--- config.mk ---
export PLATFORM = sky130hd
export DESIGN_NAME = local_injection_scheduler
export DESIGN_NICKNAME = d
export VERILOG_FILES = /design/src/rtl/local_injection_scheduler_pkg.sv /design/src/rtl/local_injection_scheduler_arbiter.sv /design/src/rtl/local_injection_scheduler.sv
export SDC_FILE = /design/constraint.sdc
export NUM_CORES = 1
export LEC_CHECK = 0
export CAP_MARGIN = 20
export CORE_MARGIN = 10
export CORE_UTILIZATION = 44
export DETAILED_ROUTE_END_ITERATION = 10
export HOLD_SLACK_MARGIN = 0.1
export PLACE_DENSITY = 0.94
export SLEW_MARGIN = 20
export SYNTH_ARGS = -nofsm -noshare
export SYNTH_HDL_FRONTEND = slang
export SYNTH_HIERARCHICAL = 1
export SYNTH_SLANG_ARGS = --single-unit
--- constraint.sdc ---
create_clock -name clk -period 6.85 [get_ports clk]
set_input_delay 1.37 -clock clk [delete_from_list [all_inputs] [get_ports clk]]
set_output_delay 1.37 -clock clk [all_outputs]
set_load 0.05 [all_outputs]
--- src/rtl/local_injection_scheduler_pkg.sv ---
// Shared NoC parameters and flit types, plus injection-scheduler state and head-flit packing.
// Consumers of LOCAL_INJ_STATS_EN see no difference here; the package is configuration-independent.
package noc_params;

    localparam int VC_NUM           = 2;
    localparam int VC_SIZE          = (VC_NUM > 1) ? $clog2(VC_NUM) : 1;
    localparam int FLIT_DATA_SIZE   = 16;
    localparam int DEST_ADDR_SIZE_X = 2;
    localparam int DEST_ADDR_SIZE_Y = 2;
    localparam int HEAD_PL_SIZE     = FLIT_DATA_SIZE - DEST_ADDR_SIZE_X - DEST_ADDR_SIZE_Y;
    localparam int DEF_MAX_PKT_LEN  = 8;

    typedef enum logic [1:0] {
        HEAD     = 2'b00,
        BODY     = 2'b01,
        TAIL     = 2'b10,
        HEADTAIL = 2'b11
    } flit_label_t;

    typedef struct packed {
        flit_label_t                flit_label;
        logic [VC_SIZE-1:0]         vc_id;
        logic [FLIT_DATA_SIZE-1:0]  data;
    } flit_t;

    typedef enum logic {
        IDLE = 1'b0,
        SEND = 1'b1
    } inj_state_t;

    // Head flits carry the destination in the top bits of the data field.
    function automatic flit_t pack_head_flit(
        input flit_label_t                 label,
        input logic [VC_SIZE-1:0]          vc,
        input logic [DEST_ADDR_SIZE_X-1:0] x_dest,
        input logic [DEST_ADDR_SIZE_Y-1:0] y_dest,
        input logic [HEAD_PL_SIZE-1:0]     pl
    );
        flit_t f;
        f.flit_label = label;
        f.vc_id      = vc;
        f.data       = {x_dest, y_dest, pl};
        return f;
    endfunction

endpackage

--- src/rtl/local_injection_scheduler_arbiter.sv ---
// Combinational round-robin arbiter: first requester at or after ptr_i, wrapping to index 0.
module inj_rr_arbiter #(
    parameter  int SRC_NUM = 4,
    localparam int PTR_W   = (SRC_NUM > 1) ? $clog2(SRC_NUM) : 1
) (
    input  logic [SRC_NUM-1:0] req_i,
    input  logic [PTR_W-1:0]   ptr_i,
    output logic [SRC_NUM-1:0] grant_o,
    output logic [PTR_W-1:0]   grant_idx_o,
    output logic               valid_o
);

    always_comb begin
        int unsigned idx;
        idx         = 0;
        grant_o     = '0;
        grant_idx_o = '0;
        valid_o     = 1'b0;
        for (int unsigned off = 0; off < SRC_NUM; off++) begin
            idx = (32'(ptr_i) + off) % SRC_NUM;
            if (!valid_o && req_i[idx]) begin
                valid_o      = 1'b1;
                grant_o[idx] = 1'b1;
                grant_idx_o  = PTR_W'(idx);
            end
        end
    end

endmodule

--- src/rtl/local_injection_scheduler.sv ---
// Shares one local injection port among SRC_NUM sources: RR pick, VC allocation, flit sequencing.
// Define LOCAL_INJ_STATS_EN to add pkt_cnt_o (per-source saturating count of packets completed).
module local_injection_scheduler
    import noc_params::*;
#(
    parameter  int SRC_NUM     = 4,
    parameter  int MAX_PKT_LEN = DEF_MAX_PKT_LEN,
    parameter  int MESH_SIZE_X = 2,
    parameter  int MESH_SIZE_Y = 3,
    localparam int LEN_W       = $clog2(MAX_PKT_LEN + 1),
    localparam int PTR_W       = (SRC_NUM > 1) ? $clog2(SRC_NUM) : 1
) (
    input  logic                                       clk,
    input  logic                                       rst,
    input  logic [SRC_NUM-1:0]                         src_req_i,
    input  logic [SRC_NUM-1:0][DEST_ADDR_SIZE_X-1:0]   src_x_dest_i,
    input  logic [SRC_NUM-1:0][DEST_ADDR_SIZE_Y-1:0]   src_y_dest_i,
    input  logic [SRC_NUM-1:0][LEN_W-1:0]              src_len_i,
    input  logic [SRC_NUM-1:0][FLIT_DATA_SIZE-1:0]     src_data_i,
    output logic [SRC_NUM-1:0]                         src_ack_o,
    output flit_t                                      data_o,
    output logic                                       is_valid_o,
    input  logic [VC_NUM-1:0]                          is_on_off_i,
    input  logic [VC_NUM-1:0]                          is_allocatable_i,
    output logic                                       busy_o,
    output logic                                       err_o
`ifdef LOCAL_INJ_STATS_EN
    ,
    output logic [SRC_NUM-1:0][15:0]                   pkt_cnt_o
`endif
);

    inj_state_t          state_q, state_d;
    logic [PTR_W-1:0]    ptr_q, ptr_d;
    logic [PTR_W-1:0]    src_q, src_d;
    logic [VC_SIZE-1:0]  vc_q, vc_d;
    logic [LEN_W-1:0]    cnt_q, cnt_d;
    flit_t               data_q, data_d;
    logic                valid_q, valid_d;
    logic                busy_q, busy_d;
    logic                err_q, err_d;

    logic [SRC_NUM-1:0]  arb_grant;
    logic [PTR_W-1:0]    arb_idx;
    logic                arb_valid;
    logic [SRC_NUM-1:0]  ack;

    logic [LEN_W-1:0]            w_len;
    logic [DEST_ADDR_SIZE_X-1:0] w_x;
    logic [DEST_ADDR_SIZE_Y-1:0] w_y;
    logic                        w_legal;
    logic [PTR_W-1:0]            ptr_next;
    logic [VC_NUM-1:0]           vc_avail;
    logic                        vc_found;
    logic [VC_SIZE-1:0]          vc_sel;
    flit_label_t                 head_lbl;

    inj_rr_arbiter #(
        .SRC_NUM (SRC_NUM)
    ) u_arb (
        .req_i       (src_req_i),
        .ptr_i       (ptr_q),
        .grant_o     (arb_grant),
        .grant_idx_o (arb_idx),
        .valid_o     (arb_valid)
    );

    assign w_len    = src_len_i[arb_idx];
    assign w_x      = src_x_dest_i[arb_idx];
    assign w_y      = src_y_dest_i[arb_idx];
    assign w_legal  = (w_len != '0) && (w_len <= LEN_W'(MAX_PKT_LEN)) &&
                      (int'(w_x) < MESH_SIZE_X) && (int'(w_y) < MESH_SIZE_Y);
    assign ptr_next = (arb_idx == PTR_W'(SRC_NUM - 1)) ? '0 : arb_idx + PTR_W'(1);
    assign vc_avail = is_allocatable_i & is_on_off_i;

    always_comb begin
        vc_found = 1'b0;
        vc_sel   = '0;
        for (int unsigned v = 0; v < VC_NUM; v++) begin
            if (!vc_found && vc_avail[v]) begin
                vc_found = 1'b1;
                vc_sel   = VC_SIZE'(v);
            end
        end
    end

    always_comb begin
        state_d  = state_q;
        ptr_d    = ptr_q;
        src_d    = src_q;
        vc_d     = vc_q;
        cnt_d    = cnt_q;
        data_d   = data_q;
        valid_d  = 1'b0;
        busy_d   = 1'b0;
        err_d    = 1'b0;
        ack      = '0;
        head_lbl = HEAD;
        case (state_q)
            IDLE: begin
                if (arb_valid) begin
                    if (!w_legal) begin
                        ack   = arb_grant;
                        err_d = 1'b1;
                        ptr_d = ptr_next;
                    end else if (vc_found) begin
                        if (w_len == LEN_W'(1)) head_lbl = HEADTAIL;
                        ack     = arb_grant;
                        src_d   = arb_idx;
                        vc_d    = vc_sel;
                        cnt_d   = w_len - LEN_W'(1);
                        ptr_d   = ptr_next;
                        valid_d = 1'b1;
                        data_d  = pack_head_flit(head_lbl, vc_sel, w_x, w_y,
                                                 src_data_i[arb_idx][HEAD_PL_SIZE-1:0]);
                        if (w_len != LEN_W'(1)) begin
                            state_d = SEND;
                            busy_d  = 1'b1;
                        end
                    end
                end
            end
            SEND: begin
                // busy stays high through the cycle the TAIL sits on data_o
                busy_d = 1'b1;
                if (is_on_off_i[vc_q]) begin
                    ack[src_q]   = 1'b1;
                    valid_d      = 1'b1;
                    data_d.vc_id = vc_q;
                    data_d.data  = src_data_i[src_q];
                    cnt_d        = cnt_q - LEN_W'(1);
                    if (cnt_q == LEN_W'(1)) begin
                        data_d.flit_label = TAIL;
                        state_d           = IDLE;
                    end else begin
                        data_d.flit_label = BODY;
                    end
                end
            end
            default: state_d = IDLE;
        endcase
    end

    always_ff @(posedge clk or negedge rst) begin
        if (!rst) begin
            state_q <= IDLE;
            ptr_q   <= '0;
            src_q   <= '0;
            vc_q    <= '0;
            cnt_q   <= '0;
            data_q  <= '0;
            valid_q <= 1'b0;
            busy_q  <= 1'b0;
            err_q   <= 1'b0;
        end else begin
            state_q <= state_d;
            ptr_q   <= ptr_d;
            src_q   <= src_d;
            vc_q    <= vc_d;
            cnt_q   <= cnt_d;
            data_q  <= data_d;
            valid_q <= valid_d;
            busy_q  <= busy_d;
            err_q   <= err_d;
        end
    end

    assign src_ack_o  = ack & {SRC_NUM{rst}};
    assign data_o     = data_q;
    assign is_valid_o = valid_q;
    assign busy_o     = busy_q;
    assign err_o      = err_q;

`ifdef LOCAL_INJ_STATS_EN
    logic [SRC_NUM-1:0][15:0] pkt_cnt_q;
    logic                     tail_evt;

    // src_d names the source of the flit being registered, for both head and body paths
    assign tail_evt = valid_d &&
                      ((data_d.flit_label == TAIL) || (data_d.flit_label == HEADTAIL));

    always_ff @(posedge clk or negedge rst) begin
        if (!rst) begin
            pkt_cnt_q <= '0;
        end else if (tail_evt && (pkt_cnt_q[src_d] != 16'hFFFF)) begin
            pkt_cnt_q[src_d] <= pkt_cnt_q[src_d] + 16'd1;
        end
    end

    assign pkt_cnt_o = pkt_cnt_q;
`endif

endmodule

=== After elaboration in Yosys (flattened, before gate mapping) ===
Cells that the tools add are included.

* Register bits after elaboration: 32
* Input port bits: 106

* Bitwise logic cells: 6
* Add/subtract/negate cells: 6
* Reduce and logical (&&, ||, !) cells: 20
* $lt $le $gt $ge: 15
* Eq/ne operators: 9
* Mux-type cells: 81

{| class="wikitable"
|+ Operator list
! operator !! count
|-
| $mux 19 || 4
|-
| $bmux 16 s2 || 2
|-
| $mux 4 || 13
|-
| $pmux 19 s2 || 1
|-
| $mux 1 || 31
|-
| $mux 2 || 11
|-
| $lt 2x3->1 const B || 6
|-
| $mux 16 || 1
|-
| $pmux 4 s2 || 2
|-
| $logic_and 1x1->1 || 12
|-
| $mux 12 || 1
|-
| $or 4x4->4 || 3
|-
| $demux 1 s2 || 5
|-
| $ge 2x1->1 const B || 5
|-
| $bmux 1 s2 || 4
|-
| $bmux 2 s2 || 2
|-
| $bmux 4 s2 || 1
|-
| $eq 4x1->1 const B || 2
|-
| $reduce_and 4->1 || 2
|-
| $sub 4x1->4 const B || 2
|-
| $ne 2x2->1 const B || 3
|-
| $pmux 1 s2 || 3
|-
| $add 2x1->2 const B || 2
|-
| $add 2x2->2 const B || 2
|-
| other kinds (12) || 17
|}

=== Logic depth before layout (Yosys ltp) ===
Gate-level depths: netlist (run 1).

* Word-level depth: 22
* Mapped depth: 18
* Gate-level depth less buffers: 14

=== Hierarchy ===
Netlist (run 1), hierarchy kept.

{| class="wikitable"
|+ By module, submodules not included
! module !! cells each !! area each (sq um) !! times used !! sequential area each (sq um)
|-
| local_injection_scheduler || 188 || 2,678.8 || 1 || 800.8
|-
| inj_rr_arbiter || 45 || 419.2 || 1 || 0.0
|}

=== Worst setup path after synthesis (run 1) ===
OpenSTA, ideal clock, no wires.

* Path kind: input -> output
* From: in src_req_i[3]
* To: out src_ack_o[3]
* Path buffers: 2
* Arrival: 5,280 ps
* Path slack: 200 ps
* Stages: 12
* Cells stage by stage: mux4_2 > clkbuf_1 > o31ai_1 > buf_2 > mux4_2 > inv_1 > ha_1 > inv_1 > nor3_1 > a2111oi_4 > a211oi_1 > a32o_1

* Cells in the longest elaborated chain, start to end: 22
* Elaborated cells on any way between the ends: 47

{| class="wikitable"
|+ Ends and longest elaborated chain
! what !! RTL line !! RTL
|-
| start: declaration || local_injection_scheduler.sv:15 || <nowiki>input logic [SRC_NUM-1:0] src_req_i,</nowiki>
|-
| $bmux 1 s2 || local_injection_scheduler_arbiter.sv:21 || <nowiki>if (!valid_o && req_i[idx]) begin</nowiki>
|-
| $mux 1 (not written as such) || local_injection_scheduler_arbiter.sv:21 ||
|-
| $mux 1 || local_injection_scheduler_arbiter.sv:21 ||
|-
| $logic_not 1->1 || local_injection_scheduler_arbiter.sv:21 ||
|-
| $logic_and 1x1->1 || local_injection_scheduler_arbiter.sv:21 ||
|-
| $mux 1 || local_injection_scheduler_arbiter.sv:21 ||
|-
| $logic_not 1->1 || local_injection_scheduler_arbiter.sv:21 ||
|-
| $logic_and 1x1->1 || local_injection_scheduler_arbiter.sv:21 ||
|-
| (+4 left out) || -- ||
|-
| named net arb_idx[0] || local_injection_scheduler.sv:44 || <nowiki>logic [PTR_W-1:0] arb_idx;</nowiki>
|-
| (+1 left out) || -- ||
|-
| $mux 4 (not written as such) || local_injection_scheduler.sv:68 || <nowiki>assign w_len = src_len_i[arb_idx];</nowiki>
|-
| $le 4x4->1 or $reduce_bool 4->1 (tied branches) || local_injection_scheduler.sv:71 || <nowiki>assign w_legal = (w_len != '0) && (w_len <= LEN_W'(MAX_PKT_LEN)) &&</nowiki>
|-
| $logic_and 1x1->1 (2 in a row) || local_injection_scheduler.sv:71 ||
|-
| $logic_and 1x1->1 (*) || local_injection_scheduler.sv:72 || <nowiki>(int'(w_x) < MESH_SIZE_X) && (int'(w_y) < MESH_SIZE_Y);</nowiki>
|-
| $mux 4 (*) || local_injection_scheduler.sv:102 || <nowiki>if (!w_legal) begin</nowiki>
|-
| $mux 4 (*) || local_injection_scheduler.sv:101 || <nowiki>if (arb_valid) begin</nowiki>
|-
| $pmux 4 s2 (*) || local_injection_scheduler.sv:99 || <nowiki>case (state_q)</nowiki>
|-
| $and 4x4->4 (*) || local_injection_scheduler.sv:168 || <nowiki>assign src_ack_o = ack & {SRC_NUM{rst}};</nowiki>
|-
| end: declaration || local_injection_scheduler.sv:20 || <nowiki>output logic [SRC_NUM-1:0] src_ack_o,</nowiki>
|}

The timed path passes the listed nets; every way through them passes the cells marked *. The select of a mux whose other input is x is not followed.

=== Final worst setup path (run 1) ===
Same ends and word-level chain as after synthesis.

==> flow_metrics.env, run 1 <==
export IMPL_final_setup_worst_slack_ps=198
export IMPL_total_power_mw=2.48
export IMPL_hold_path_cell_count=1
export IMPL_avgRoutedWirePerCell_um=22.7
export IMPL_timing_worst_setup_path_type="in -> out"
export IMPL_tightestPinTransition_ps=957
export IMPL_numClockSinks=32
export IMPL_worst_r2r_startpoint="ptr_q[0]"
export IMPL_coreArea_mm2=0.00683
export IMPL_drt_pass1_iterations=4
export IMPL_cts_tree="done"
export IMPL_worstPathRequired_ps=5480
export IMPL_floorplan_die_area_mm2=0.0108
export IMPL_ir_drop_v=0.000285
export IMPL_post_cts_hold_buffer_count=0
export IMPL_power_density_mw_per_mm2=534
export IMPL_timing_slew_headroom=0.362
export IMPL_layout_cell_share_with_drive_strength_beyond_1=0.288
export IMPL_via_per_inst=5.82
export IMPL_hold_path_endpoint="data_o[0]"
export IMPL_static_leakage_power_nw=1.84
export IMPL_die_x_um=104
export IMPL_fin_crit_sh=0.971
export IMPL_vias=2682
export IMPL_antenna_left=0
export IMPL_max_freq_mhz=150
export IMPL_initial_antenna_violation_count=0
export IMPL_outcome="complete, no violations"
export IMPL_utilization_after_layout=0.681
export IMPL_design_final_nets=480
export IMPL_cts_made_buffers=5
export IMPL_die_h_um=104
export IMPL_clock_latency_ps=290
export IMPL_drt_drc_violations_left=0
export IMPL_final_setup_violating_endpoints=0
export IMPL_period_minus_slack_ps=6650
export IMPL_mappedNetlistArea_mm2=0.00310
export IMPL_dp_hpwl_um=8380
export IMPL_worst_setup_path_end_kind="primary output"
export IMPL_floorplan_rows=30
export IMPL_routed_wirelength_um=10500
export IMPL_ys_seq_area_frac=0.258
export IMPL_rsz_0062_raised_after_global_routing="no"
export IMPL_finalWeightedCongestion=0.809
export IMPL_drt_initial_drc_count=164
export IMPL_num_antenna_cells=0
export IMPL_dpl_cell_count=453
export IMPL_cap_viol_max_count=0
export IMPL_holdCritPathClass="reg -> reg"
export IMPL_hold_start="data_o[0]"
export IMPL_grt_start_max_net_pins=34
export IMPL_reg_to_reg_end="data_o[4]"
export IMPL_top_level_ports=132
export IMPL_synth_warning_count=6
export IMPL_via_count_of_the_first_global_routing_pass=3034
export IMPL_worst_r2r_cell_count=14
export IMPL_synth_ff_latch_count=32
export IMPL_proportion_of_synthesized_flip_flops_having_asynchronous_set_or_reset=1.00
export IMPL_finalSetupTns_ps=0
export IMPL_syn_instance_count=233
export IMPL_clockBufferDepth=2
export IMPL_finish_cell_count_without_fillers=461
export IMPL_areaGrowthSynthToFinish_pct=50.1
export IMPL_synth_avg_cell_area_um2=13.3
export IMPL_r2r_setup_slack_ps=1850
export IMPL_synth_lib_cells_used_distinct=41
export IMPL_clock_tree_root_driver_cell="clkbuf_8"
export IMPL_ys_flop_type="dfrtp_1"
export IMPL_edff_count_synth=0
export IMPL_final_hold_viol_count=0
export IMPL_skew_ps=7.17
export IMPL_finalMaxSlewViolations=0
export IMPL_cts_reportedPaths_clkPinSlew_ps=70
export IMPL_port_buffers=131
export IMPL_area_occupied_by_registers_um2=801
export IMPL_grt_pass1_wl_um=16400
export IMPL_num_fill_cells=494
export IMPL_gr_usage_all_layers=0.190
export IMPL_grt_overflow=0
export IMPL_worstSetupStartpointType="input port"
export IMPL_syn_num_nets=349
export IMPL_initial_core_util=0.453
export IMPL_worst_ep_arrival_time_ps=5280
export IMPL_multi_input_comb_area_mm2=0.00217
export IMPL_ctsHtreeMaxLevel=2
export IMPL_top_fanout_value_on_the_critical_path=13
export IMPL_dp_slack_ps=146
==> how the worst max path moves through the flow <==
stage	slack [ps]	from	end	cells past startpoint
floorplan	200	src_req_i[3]	src_ack_o[3]	12
global placement	340	src_req_i[0]	src_ack_o[3]	15
detailed placement	150	src_req_i[0]	src_ack_o[3]	15
CTS	140	src_req_i[0]	src_ack_o[3]	15
global route	30	src_req_i[0]	src_ack_o[2]	13
finish	200	src_req_i[3]	src_ack_o[3]	15
==> area by class of cell <==
type                    instances  share of cell area
clock buffers                   5              0.0148
repair buffers                140               0.305
well taps                      96              0.0258
flip-flops and latches         32               0.172
inverters                      12             0.00969
multi-input cells             173               0.467
clock inverters                 3             0.00511
==> worst max-delay path, stage by stage <==
cell             delay (ps)
clkdlybuf4s50_1         470
mux4_2                  660
nor4b_4                 440
nor2_1                  100
a32o_1                  290
mux4_2                  360
inv_1                    80
ha_1                    180
inv_1                    60
o21a_1                  210
a2111oi_4               350
a211oi_1                140
buf_4                   170
a32o_1                  230
buf_12                  150
==> metal layers <==
metal / routed length [um] / part of all wire / global-route usage / up-vias
met5: 0 / 0 / 0 / -
met4: 345 / 0.033 / 0.0736 / 0
met3: 483 / 0.046 / 0.0372 / 29
met2: 5740 / 0.55 / 0.358 / 108
met1: 3910 / 0.37 / 0.202 / 1353
li1: - / - / - / 1192
==> kinds of logic after synthesis <==
group / after synthesis / share of synthesized area
muxes: 90 / 0.498
and+or+nand+nor: 36 / 0.0606
AOI/OAI and AO/OA: 33 / 0.0864
DFF: 32 / 0.258
buffers and inverters: 28 / 0.0444
adders and majority gates: 10 / 0.0404
xor gates and xnor gates: 4 / 0.0113
==> registers in the layout, indices dropped and copies added (netlist names) <==
| name | count |
|---|---|
| src_q | 2 |
| busy_o | 1 |
| data_o | 19 |
| vc_q | 1 |
| state_q | 1 |
| cnt_q | 4 |
| ptr_q | 2 |
| err_o | 1 |
| is_valid_o | 1 |
==> cell usage after synthesis, types with 2 or more instances <==
master	number	area (um^2)
and2_1	2	12.5
buf_1	2	7.51
a21oi_1	2	10.0
nor3_1	5	25.0
a22oi_1	8	60.1
nor2_1	7	26.3
a21o_1	2	15.0
o21ai_0	8	40.0
ha_1	10	125
inv_1	12	45.0
nand3_1	2	10.0
clkbuf_1	8	30.0
mux2_2	28	315
dfrtp_1	32	801
mux4_2	34	766
o2bb2ai_1	2	17.5
buf_2	2	10.0
nand2_1	13	48.8
mux4_1	6	158
xnor2_1	3	26.3
buf_6	4	45.0
a32o_1	2	20.0
mux2_4	17	255
mux2i_1	5	50.1
==> cell usage in the layout (no fill, tap or decap), drive strengths merged, types with 3 or more instances in the layout <==
| cell | count |
|---|---|
| nor2 | 7 |
| a22oi | 8 |
| o21ai | 8 |
| dfrtp | 32 |
| clkdlybuf4s50 | 127 |
| mux2i | 5 |
| nand2 | 13 |
| clkbuf | 5 |
| ha | 10 |
| mux2 | 45 |
| xnor2 | 3 |
| inv | 12 |
| buf | 13 |
| nor3 | 5 |
| mux4 | 40 |
==> timing repair <==
action / 4_1_cts / 5_1_grt
setup endpoints to repair: 0 / 4
endpoints found under the hold margin: 0 / 0
gates resized for setup: 0 / 1
setup buffers: 0 / 0
==> per-stage QoR <==
step / cell area, um^2 / hold slack [ps]
2_1_floorplan: 3100 / 522
3_3_place_gp: 4560 / 490
3_5_place_dp: 4560 / 497
4_1_cts: 4650 / 517
5_1_grt: 4650 / 525
6_report: 4650 / 516
==> where the power goes <==
group	leakage (nW)	internal (mW)	switching, mW
clock network	0.0404	0.0720	0.0813
registers	0.380	0.287	0.110
logic	1.42	0.975	0.958
total	1.84	1.33	1.15
Power figures use the tool's default switching activity.
==> inputs of run 2 (changes only) <==
--- a/config.mk
+++ b/config.mk
@@ -6,12 +6,11 @@
 export NUM_CORES = 1
 export LEC_CHECK = 0
 export CAP_MARGIN = 20
-export CORE_MARGIN = 10
-export CORE_UTILIZATION = 44
+export CORE_MARGIN = 4
+export CORE_UTILIZATION = 39
 export DETAILED_ROUTE_END_ITERATION = 10
 export HOLD_SLACK_MARGIN = 0.1
-export PLACE_DENSITY = 0.94
-export SLEW_MARGIN = 20
+export PLACE_DENSITY = 0.89
 export SYNTH_ARGS = -nofsm -noshare
 export SYNTH_HDL_FRONTEND = slang
 export SYNTH_HIERARCHICAL = 1
==> constraint.sdc (replaced) <==
create_clock -name clk -period 5.4 [get_ports clk]
set_input_delay 1.08 -clock clk [delete_from_list [all_inputs] [get_ports clk]]
set_output_delay 1.08 -clock clk [all_outputs]
set_load 0.05 [all_outputs]
==> flow_metrics.env, run 2 (synthesis gave the netlist of run 1 again) <==
export IMPL_worst_setup_path_end_kind="primary output"
export IMPL_finalWeightedCongestion=0.854
export IMPL_slowest_delay_ps=530
export IMPL_skew_ps=3.31
export IMPL_period_minus_slack_ps=5270
export IMPL_final_setup_violating_endpoints=0
export IMPL_finalMaxSlewViolations=0
export IMPL_hold_path_cell_count=1
export IMPL_power_density_mw_per_mm2=701
export IMPL_timing_slew_headroom=0.349
export IMPL_timing_critical_path_buf_inv=5
export IMPL_worstSetupStartpointType="input port"
export IMPL_cts_tree="done"
export IMPL_final_hold_viol_count=0
export IMPL_port_buffers=131
export IMPL_avgRoutedWirePerCell_um=19.1
export IMPL_coreArea_mm2=0.00773
export IMPL_initial_antenna_violation_count=0
export IMPL_grt_pass1_wl_um=15500
export IMPL_via_per_inst=5.52
export IMPL_fin_crit_sh=0.976
export IMPL_max_freq_mhz=190
export IMPL_die_x_um=97.1
export IMPL_worstPathRequired_ps=4320
export IMPL_cts_made_buffers=5
export IMPL_cpMaxStageDelayCell="mux4_2"
export IMPL_cts_reportedPaths_clkPinSlew_ps=60
export IMPL_largest_reg_flops=19
export IMPL_num_fill_cells=590
export IMPL_holdCritPathClass="reg -> reg"
export IMPL_final_hold_worst_slack_ps=512
export IMPL_drt_initial_drc_count=140
export IMPL_mostFrequentLayoutCell="clkdlybuf4s50_1"
export IMPL_antenna_left=0
export IMPL_tightestPinTransition_ps=976
export IMPL_crit_path_cell_trace="buf_2 -> mux4_2 -> buf_6 -> nor4b_4 -> nor2_1 -> a32o_2 -> mux4_2 -> inv_2 -> ha_4 -> inv_1 -> o21a_1 -> a2111oi_4 -> a211oi_4 -> a32o_2 -> buf_8"
export IMPL_timing_worst_setup_path_type="in -> out"
export IMPL_dp_slack_ps=-354
export IMPL_timing_critical_path_max_delay_family="compound AO/OA/AOI/OAI gates"
export IMPL_cap_viol_max_count=0
export IMPL_clockBufferDepth=2
export IMPL_die_h_um=97.1
export IMPL_top_level_ports=132
export IMPL_worst_r2r_startpoint="ptr_q[0]"
export IMPL_design_final_nets=506
export IMPL_total_power_mw=3.43
export IMPL_numClockSinks=32
export IMPL_worst_r2r_cell_count=16
export IMPL_top_fanout_value_on_the_critical_path=5
export IMPL_final_setup_worst_slack_ps=132
export IMPL_floorplan_die_area_mm2=0.00943
export IMPL_reg_to_reg_end="data_o[2]"
export IMPL_grt_overflow=0
export IMPL_critPathLaunch="src_req_i[1]"
export IMPL_layout_cell_share_with_drive_strength_beyond_1=0.379
export IMPL_gr_usage_all_layers=0.202
export IMPL_initial_core_util=0.401
export IMPL_vias=2716
export IMPL_via_count_of_the_first_global_routing_pass=3059
export IMPL_routed_wirelength_um=9400
export IMPL_finalSetupTns_ps=0
export IMPL_ctsHtreeMaxLevel=2
export IMPL_hold_start="data_o[1]"
export IMPL_drt_pass1_iterations=4
export IMPL_dp_hpwl_um=7440
export IMPL_num_antenna_cells=0
export IMPL_clock_tree_root_driver_cell="clkbuf_8"
export IMPL_grt_start_max_net_pins=33
export IMPL_rsz_0062_raised_after_global_routing="no"
export IMPL_r2r_setup_slack_ps=1360
export IMPL_clock_latency_ps=280
export IMPL_hold_path_endpoint="data_o[1]"
export IMPL_mostFrequentLayoutCells="123 x clkdlybuf4s50_1, 35 x mux4_2, 33 x buf_4"
export IMPL_floorplan_rows=32
export IMPL_areaGrowthSynthToFinish_pct=57.8
export IMPL_drt_drc_violations_left=0
export IMPL_static_leakage_power_nw=1.99
export IMPL_worst_ep_arrival_time_ps=4190
export IMPL_outcome="complete, no violations"
export IMPL_ir_drop_v=0.000579
[run 2: changes by cell type in the layout (fill, tap and decap cells not counted), sizes merged]
| cell | previous run | this run |
|---|---|---|
| clkdlybuf4s50 | 127 | 123 |
| clkinvlp | 2 | 0 |
| buf | 13 | 41 |
| clkbuf | 5 | 9 |
| clkinv | 1 | 0 |
[run 2: worst reg2reg max path: cells and delay by family (launching register included)]
kind                     cells  cell delay (ps)
flip-flops                   1              350
AO/OA/AOI/OAI                3              550
multiplexers                 3             1330
AND/OR/NAND/NOR              3              670
buffers and inverters        6              910
adder cells (fa/ha/maj)      1              120
[run 2: worst max path at each step]
stage / endpoint / slack (ps) / cells past startpoint
floorplan: src_ack_o[3] / 10 / 12
global placement: src_ack_o[3] / -230 / 16
detailed placement: src_ack_o[3] / -350 / 16
CTS: src_ack_o[3] / 6 / 14
global route: src_ack_o[3] / 30 / 15
finish: src_ack_o[3] / 130 / 15
[run 2: cell type report]
type	instances	area, um^2	share of cell area
flip-flops and latches	32	801	0.164
inverters	12	45.0	0.00921
multi-input cells	173	2220	0.455
repair buffers	166	1600	0.327
clock buffers	7	96.3	0.0197
well taps	102	128	0.0261
[run 2: repair_timing]
action | 4_1_cts | 5_1_grt
pin swaps | 6 | 7
resized for setup | 20 | 6
setup buffers | 4 | 4
hold buffers | 0 | 0
endpoints found under the setup margin | 4 | 4
[run 2: metal layers]
layer / GRT usage / share of wire / up-vias
li1: - / - / 1245
met1: 0.242 / 0.39 / 1363
met2: 0.369 / 0.54 / 98
met3: 0.0402 / 0.056 / 10
met4: 0.0486 / 0.014 / 0
met5: 0 / 0 / -
[run 2: where the power goes]
| part | total [mW] | internal, mW | leakage [nW] | switching, mW |
|---|---|---|---|---|
| sequential | 0.480 | 0.365 | 0.380 | 0.115 |
| clock | 0.197 | 0.113 | 0.0503 | 0.0840 |
| combinational | 2.75 | 1.45 | 1.56 | 1.30 |
| total | 3.43 | 1.93 | 1.99 | 1.49 |
[run 2: per-stage QoR]
step / util / instance area, um^2 / instances
after floorplan: - / 3160 / 233
after global placement: 0.611 / 4720 / 478
after detailed placement: 0.611 / 4720 / 478
after CTS: 0.630 / 4870 / 488
after global routing: 0.633 / 4890 / 492
final: 0.633 / 4890 / 492
==> RTL edit: new RTL, settings of run 2 <==
Build with the macro `LOCAL_INJ_STATS_EN` defined.
--- a/src/rtl/local_injection_scheduler.sv
+++ b/src/rtl/local_injection_scheduler.sv
@@ -1,5 +1,7 @@
 // Shares one local injection port among SRC_NUM sources: RR pick, VC allocation, flit sequencing.
 // Define LOCAL_INJ_STATS_EN to add pkt_cnt_o (per-source saturating count of packets completed).
+`define LOCAL_INJ_STATS_EN
+
 module local_injection_scheduler
     import noc_params::*;
 #(
Behaviour (old outputs only; new: pkt_cnt_o): unchanged (Yosys induction, for registers that start in step).
==> RTL edit against run 2 <==
The flow now finishes with violations (setup timing). Total power rose by 82%. Fmax fell by 4.8%. Area after synthesis rose by 120%. Sequential cell count rose by 64. First-iteration DRC count rose to 3.0 times the old value. Routed wire length rose to 2.5 times the old value. Clock power rose to 3.2 times the old value. Design area rose by 110%. Worst setup slack got worse by 0.27 ns. Register-to-register slack got worse by 1.4 ns. Sequential share of layout area rose by 6.6 points. Worst hold slack got worse by 0.046 ns. Highest routed layer unchanged.
==> RTL edit: results (changes against run 2) <==
[layout]
postLayoutCoreUtil_pct = 60.4  ; -2.9 points
largest_reg_flops = 64  ; +45

[grt]
grt_pass1_vias = 6842  ; +120%
met2_usage_pct = 43.2  ; +6.2 points
gr-usage-all-layers_pct = 23.6  ; +3.4 points
grt_max_degree = 79  ; +140%
grt_use_met3_pct = 4.38  ; +0.36 points
grt_pass1_wl_um = 36800  ; +140%
use_met1_pct = 27.5  ; +3.3 points

[place]
dpl.cell_count = 1057  ; +120%
place_area_mm2 = 0.00982  ; +110%
place_congestion = 0.918  ; +7.4%
preCtsSetupSlack_ns = -0.921  ; -0.567 ns
dpl.hpwl_um = 17800  ; +140%

[worst_setup_path]
arrival_ns = 5.77  ; +1.58 ns
rr_startpoint = ptr_q[1]
worstPathMaxFanout = 10  ; +5
cp-startpoint = src_req_i[2]
critical_path_class = input pin to flop
rr_endpoint = pkt_cnt_o[12]
cpPeakStageDelay_ns = 0.55  ; +0.02 ns
r2r_slack_ns = -0.03  ; -1.39 ns

[clocking]
htree_levels = 3  ; +1
clkLatencyLatePin_ns = 0.35  ; +0.07 ns
clockRootBuffer = clkbuf_16
clock_sinks = 96  ; +200%

[timing]
relSlewSlack_pct = 45.2  ; +10 points
worst_slack_ns = -0.137  ; -0.268 ns
setup_viol = 59  ; +59
finalClockSkew_ns = 0.00690  ; +0.00360 ns

[outcome]
status = finished, violations left
violations = setup timing

[power_and_ir_drop]
p_comb_share_pct = 72.7  ; -7.5 points
p_leak_nw = 4.36  ; +120%
p_sw_mw = 2.90  ; +94%
power_density_mw_per_mm2 = 598  ; -15%
power_frac_seq_pct = 17.4  ; +3.4 points
ir_worst_vdd_uv = 384  ; -34%

[route]
vias = 6322  ; +130%
viasPerCell = 5.80  ; +5.1%
drtIter0Drc = 425  ; +200%

[min_path]
hold_end = data_o[10]
hp-start = data_o[10]
holdPathStages = 2  ; +1

[synthesis]
synth_cells = 580  ; +150%
synthesis.nets = 697  ; +100%
synthTopCellsByArea = dfrtp_1, mux4_2, mux2_2

## RTL edit: cell families (layout without fill, tap and decap cells)
family | count (synthesis) | after routing | synth area share [%]
and+or+nand+nor | 160 | 160 | 11.5
muxes | 137 | 137 | 34.3
AOI/OAI and AO/OA | 107 | 107 | 11.2
DFF | 96 | 96 | 35.0
buffers and inverters | 52 | 337 | 3.86
xor gates and xnor gates | 17 | 17 | 2.17
adders and majority gates | 11 | 11 | 2.00
## RTL edit: worst register-to-register path, stage by stage, from the launching register on
cell and delay [ns]:
dfrtp_1 0.37, inv_1 0.12, ha_1 0.38, mux4_2 0.41, o311ai_0 0.50, a32o_2 0.30
mux4_2 0.36, inv_2 0.09, ha_4 0.18, nand2_4 0.06, o22ai_4 0.17, xor2_2 0.13
buf_4 0.15, o31ai_2 0.33, a21boi_4 0.30, buf_4 0.14, buf_4 0.09, mux4_2 0.33
nor3_4 0.17, buf_12 0.15, a31oi_4 0.11, buf_12 0.18, mux2_4 0.31
## RTL edit: repair_timing
action | 4_1_cts | 5_1_grt
resized for setup | 45 | 21
hold buffers | 0 | 0
cloned | 0 | 0
pin swaps | 12 | 4
endpoints found under the setup margin | 68 | 68
setup buffers | 8 | 8
## RTL edit: final cells by class
cell class	count	area [um2]
fill	1370	6850
multi-input combinational	432	4460
timing repair buffer	304	2960
sequential	96	2400
tap	225	282
clock buffer	12	256
inverter	17	66.3
clock inverter	4	26.3
## RTL edit: per-layer routing
layer	vias to the layer above	share of wire (%)
met5	-	0
met4	0	2.7
met3	51	7.5
met2	313	52
met1	3172	38
li1	2786	-
